==> src/rtl/viterbi_link_ctrl.sv <==
// viterbi_link_ctrl: frame sequencer and bit-error scoreboard for an encoder/channel/Viterbi link.
// Burst error injection into the channel is built only when VITERBI_ERR_INJ_EN is defined.
module viterbi_link_ctrl #(
  parameter int FRAME_LEN  = 64,
  parameter int TAIL_LEN   = 2,
  parameter int DEC_LAT    = 16,
  parameter int MAX_FRAMES = 4
`ifdef VITERBI_ERR_INJ_EN
  ,
  parameter int ERR_PERIOD = 32,
  parameter int ERR_BURST  = 4
`endif
) (
  input  logic        clk,
  input  logic        rst,
  input  logic        start_i,
  input  logic        src_valid_i,
  input  logic        src_bit_i,
  output logic        src_ready_o,
  output logic        enc_enable_o,
  output logic        enc_bit_o,
  output logic [1:0]  err_inj_o,
  input  logic        dec_bit_i,
  output logic        busy_o,
  output logic        done_o,
  output logic [15:0] frame_ct_o,
  output logic [15:0] bit_err_ct_o,
  output logic [15:0] chan_err_ct_o
);
  localparam int CMAX = (FRAME_LEN > TAIL_LEN) ? ((FRAME_LEN > DEC_LAT) ? FRAME_LEN : DEC_LAT)
                                               : ((TAIL_LEN > DEC_LAT) ? TAIL_LEN : DEC_LAT);
  localparam int CW = $clog2(CMAX + 1);
  localparam logic [CW-1:0] PAY_LAST   = CW'(FRAME_LEN - 1);
  localparam logic [CW-1:0] TAIL_LAST  = CW'(TAIL_LEN - 1);
  localparam logic [CW-1:0] DRAIN_LAST = CW'(DEC_LAT - 1);
  localparam logic [15:0]   MAXF       = 16'(MAX_FRAMES);

  typedef enum logic [2:0] {IDLE, PAYLOAD, TAIL, DRAIN, DONE} state_t;

  state_t               state_q, state_d;
  logic [CW-1:0]        cnt_q, cnt_d;
  logic [15:0]          frame_q, frame_d;
  logic [15:0]          bit_err_q;
  logic [DEC_LAT-1:0]   sb_en_q, sb_bit_q;
  logic                 launch;

  assign launch = start_i && (state_q == IDLE || state_q == DONE);

  always_ff @(posedge clk or negedge rst) begin
    if (!rst) begin
      state_q <= IDLE;
      cnt_q   <= '0;
      frame_q <= '0;
    end else begin
      state_q <= state_d;
      cnt_q   <= cnt_d;
      frame_q <= frame_d;
    end
  end

  always_comb begin
    state_d = state_q;
    cnt_d   = cnt_q;
    frame_d = frame_q;
    case (state_q)
      IDLE, DONE: if (start_i) begin
        state_d = PAYLOAD;
        cnt_d   = '0;
        frame_d = '0;
      end
      PAYLOAD: if (src_valid_i) begin
        cnt_d   = (cnt_q == PAY_LAST) ? '0 : cnt_q + 1'b1;
        state_d = (cnt_q == PAY_LAST) ? TAIL : PAYLOAD;
      end
      TAIL: begin
        cnt_d   = (cnt_q == TAIL_LAST) ? '0 : cnt_q + 1'b1;
        state_d = (cnt_q == TAIL_LAST) ? DRAIN : TAIL;
      end
      DRAIN: if (cnt_q == DRAIN_LAST) begin
        cnt_d   = '0;
        frame_d = frame_q + 16'd1;
        state_d = (frame_q + 16'd1 < MAXF) ? PAYLOAD : DONE;
      end else begin
        cnt_d = cnt_q + 1'b1;
      end
      default: state_d = IDLE;
    endcase
  end

  always_comb begin
    src_ready_o  = state_q == PAYLOAD;
    enc_enable_o = (state_q == PAYLOAD) ? src_valid_i : (state_q == TAIL);
    enc_bit_o    = (state_q == PAYLOAD) && src_bit_i;
    busy_o       = state_q == PAYLOAD || state_q == TAIL || state_q == DRAIN;
    done_o       = state_q == DONE;
  end

  // The tap is the {enable,bit} launched DEC_LAT clocks ago; stalls arrive with enable=0.
  always_ff @(posedge clk or negedge rst) begin
    if (!rst) begin
      sb_en_q   <= '0;
      sb_bit_q  <= '0;
      bit_err_q <= '0;
    end else begin
      sb_en_q  <= {sb_en_q[DEC_LAT-2:0], enc_enable_o};
      sb_bit_q <= {sb_bit_q[DEC_LAT-2:0], enc_bit_o};
      if (launch)
        bit_err_q <= '0;
      else if (sb_en_q[DEC_LAT-1] && sb_bit_q[DEC_LAT-1] != dec_bit_i && bit_err_q != 16'hFFFF)
        bit_err_q <= bit_err_q + 16'd1;
    end
  end

  assign frame_ct_o   = frame_q;
  assign bit_err_ct_o = bit_err_q;

`ifdef VITERBI_ERR_INJ_EN
  localparam int SW = $clog2(ERR_PERIOD + 1);
  localparam logic [SW-1:0] SYM_LAST = SW'(ERR_PERIOD - 1);
  localparam logic [SW-1:0] SYM_TH   = SW'(ERR_PERIOD - ERR_BURST);

  logic [SW-1:0] sym_q, sym_d;
  logic [1:0]    inj_q;
  logic [15:0]   chan_q;
  logic          hit;

  assign hit   = enc_enable_o && sym_q >= SYM_TH;
  assign sym_d = (state_d == PAYLOAD && state_q != PAYLOAD) ? '0 :
                 enc_enable_o ? ((sym_q == SYM_LAST) ? '0 : sym_q + 1'b1) : sym_q;

  always_ff @(posedge clk or negedge rst) begin
    if (!rst) begin
      sym_q  <= '0;
      inj_q  <= '0;
      chan_q <= '0;
    end else begin
      sym_q  <= sym_d;
      inj_q  <= hit ? 2'b11 : 2'b00;
      chan_q <= launch ? '0 : hit ? ((chan_q >= 16'hFFFD) ? 16'hFFFF : chan_q + 16'd2) : chan_q;
    end
  end

  assign err_inj_o     = inj_q;
  assign chan_err_ct_o = chan_q;
`else
  assign err_inj_o     = 2'b00;
  assign chan_err_ct_o = 16'h0000;
`endif
endmodule
==> config.mk <==
export PLATFORM = sky130hd
export DESIGN_NAME = viterbi_link_ctrl
export DESIGN_NICKNAME = d
export VERILOG_FILES = /design/src/rtl/viterbi_link_ctrl.sv
export SDC_FILE = /design/constraint.sdc
export NUM_CORES = 1
export LEC_CHECK = 0
export BUFFER_PORTS_ARGS = -buffer_cell sky130_fd_sc_hd__clkbuf_2
export CAP_MARGIN = 20
export CORE_MARGIN = 2
export CORE_UTILIZATION = 44
export CTS_CLUSTER_SIZE = 28
export DETAILED_ROUTE_END_ITERATION = 10
export MAX_ROUTING_LAYER = met4
export PLACE_DENSITY = 0.69
export SLEW_MARGIN = 20
export SYNTH_ARGS = -nofsm -noshare
export SYNTH_HDL_FRONTEND = slang
export SYNTH_SLANG_ARGS = --single-unit
==> constraint.sdc <==
create_clock -name clk -period 2.1 [get_ports clk]
set_input_delay 0.42 -clock clk [delete_from_list [all_inputs] [get_ports clk]]
set_output_delay 0.42 -clock clk [all_outputs]
set_load 0.01 [all_outputs]
==> flow_summary.yaml <==
run_status:
  status: "complete, no violations"
run:
  maxCapViolCount: 0
hold_path:
  hp-start: "sb_en_q[8]"
  holdPathStages: 0
  min_to: "sb_en_q[9]"
  hold_path_class: "flip-flop to flip-flop"
synth:
  synth_compound_area_share_pct: 13.2
  yosys.area_share.simple_pct: 20.9
  synth_top_area_share_pct: 53.7
  synth-xor-area-share_pct: 4.07
  synthMuxAreaShare_pct: 0.581
  synth_cell_types: 47
  synth_fa_ha_area_share_pct: 1.45
  synthesis.instances: 343
  syn_area_um2: 3450
  synth_top_area_cell: "dfrtp_1"
  ys_ff_latch: 74
  ys_warn_count: 0
  synth_seq_area_share_pct: 53.7
  avgSynthCellArea_um2: 10.0
  ys.flop_type: "dfrtp_1"
  ys_async_sr_fraction_pct: 100
  synth_top_family_by_area: "simple AND/OR/NAND/NOR gates"
  ys_top_cells_by_area: "dfrtp_1 (54%), o21ai_0 (5.1%), nor2_1 (4.2%), buf_4 (3.9%), nand2_1 (2.8%)"
  synth_edf_count: 0
floorplan:
  rows: 32
  fp.dieW_um: 92.5
  die_h_um: 92.5
  fp.coreArea_um2: 7650
  num_io_pins: 61
  initial_core_util_pct: 45.1
  die_area_um2: 8560
setup_path:
  cp.arrival_ns: 2.32
  endpoint_kind: "flip-flop"
  reg2regPathDepth: 7
  critPathLaunchType: "flip-flop"
  cp_max_fo: 5
  r2r-start: "frame_ct_o[0]"
  required_ns: 2.34
  reg2reg_slack_ns: 0.02
  reg2reg_to: "state_q[2]"
  path_class: "flip-flop to flip-flop"
timing:
  finalCriticalPeriod_ns: 2.08
  timing.final.ws_setup_ns: 0.0221
  final.period_utilization_pct: 98.9
  worst_pin_slew_ns: 0.521
  max_freq_ghz: 0.481
  hold_viol_final: 0
  max_slew_margin_pct: 65.0
  fin_skew_ns: 0.0129
  tns_ns: 0
  setup_viol: 0
  drv_slew: 0
clocking:
  cts.sinks: 74
  clk_pin_slew_worst_paths_ns: 0.08
  htree_levels: 3
  cts_tree: "yes"
  cts_buffers: 9
  cts_max_path_buffers: 2
  insertion_delay_ns: 0.35
  clockRootBuffer: "clkbuf_8"
route:
  avgRoutedWirePerCell_um: 14.2
  vias: 2744
  drtAntennaViolNets: 0
  routed_wl_um: 7360
  first_pass_iters: 4
  drcViolationCount: 0
  first_iter_violations: 98
  vias_per_cell: 5.29
global_routing:
  globalRouteMet3Util_pct: 3.66
  grt_busiest_layer: "met2"
  gr-usage-met2_pct: 28.8
  grt_pass1_vias: 2705
  grtUsageMet1_pct: 24.7
  grt_pass1_wl_um: 12500
  grt_max_degree: 63
  gr-usage-all-layers_pct: 18.9
  grt_antenna_before_repair: 0
  overflow: 0
final_layout:
  multiInputGateArea_um2: 1490
  fill_cells: 691
  antennaDiodeCount: 0
  layout-drive-gt1-share_pct: 24.5
  final_common_cell: "dfrtp_1"
  layout.cells.most_common_list: "dfrtp_1 (70), clkbuf_2 (41), nor2_1 (39)"
  area_delta_synth_final_pct: 20.2
  final_area_um2: 4140
  regArea_um2: 1860
  nNetsFinal: 422
  final_core_util_pct: 54.2
pwr:
  p_leak_uw: 0.00186
  power_density_nw_per_um2: 839
  p_total_uw: 3480
  peakVddDrop_mv: 0.416
placed_design:
  dp_hpwl_um: 4940
  place_ws_ns: 0.0330
  io_buffers: 42
  postPlaceCellArea_um2: 3870
  place_congestion: 0.847
worst max path at each step:
stage | startpoint | endpoint | slack (ns) | depth (start not counted)
finish | frame_ct_o[0] | state_q[2] | 0.02 | 7
detailed placement | bit_err_ct_o[0] | bit_err_ct_o[15] | 0.03 | 7
CTS | bit_err_ct_o[0] | bit_err_ct_o[15] | 0.02 | 7
global route | frame_ct_o[0] | state_q[2] | -0.05 | 7
global placement | dec_bit_i | bit_err_ct_o[13] | 0.1 | 7
floorplan | frame_ct_o[0] | state_q[2] | 0.03 | 7
metal layers:
layer	up-vias	wire length (um)
met5	-	0
met1	1355	3430
met2	55	3570
met4	0	94
li1	1327	-
met3	7	264
power breakdown:
group / switching [uW] / internal [uW]
clock: 567 / 596
sequential: 167 / 1570
combinational: 324 / 252
total: 1060 / 2420
worst max-delay path, cell delays in order (launching register included):
cell and delay [ns]:
dfrtp_2 0.41, ha_2 0.19, and4_4 0.20, or4_1 0.39, o21ai_1 0.11, a22oi_1 0.11, or3_1 0.40, o22a_1 0.16
layout make-up:
class	instances	share of cell area [%]
Tap cell	102	3.08
Inverter	7	0.634
Clock inverter	6	1.75
Multi-Input combinational cell	250	35.9
Clock buffer	10	3.32
Sequential cell	74	44.8
Timing Repair Buffer	70	10.5
per-stage QoR:
step	hold WS, ns	cells
finish	0.346	519
global route	0.350	519
CTS	0.341	517
detailed placement	0.335	500
global placement	0.333	500
floorplan	0.124	360
cell families after synthesis:
group | Yosys count
compound gates | 73
xor+xnor | 16
fa+ha+maj | 4
buf+inv | 36
flops | 74
mux | 2
other cells | 1
simple gates | 137
cell usage after synthesis (6+ instances only):
cell and instances:
and2_1 6, nand2_1 26, nand3_1 17, dfrtp_1 74, buf_4 18, and3_1 9
clkbuf_1 9, o31ai_1 10, nand4_1 9, a21oi_1 9, o21ai_0 35, nor2_1 39
xnor2_1 6, inv_1 7, xor2_1 10
registers in the layout (all words and copies together) (netlist names):
register	cells
bit_err_ct_o	16
sb_bit_q	16
cnt_q	7
state_q	3
frame_ct_o	16
sb_en_q	16
repair_timing:
action | in CTS | in global routing
hold endpoints to repair | 12 | 0
resized for setup | 0 | 11
buffers inserted | 0 | 2
setup endpoints to repair | 0 | 16
hold buffers | 1 | 0
Power figures use the tool's default switching activity.
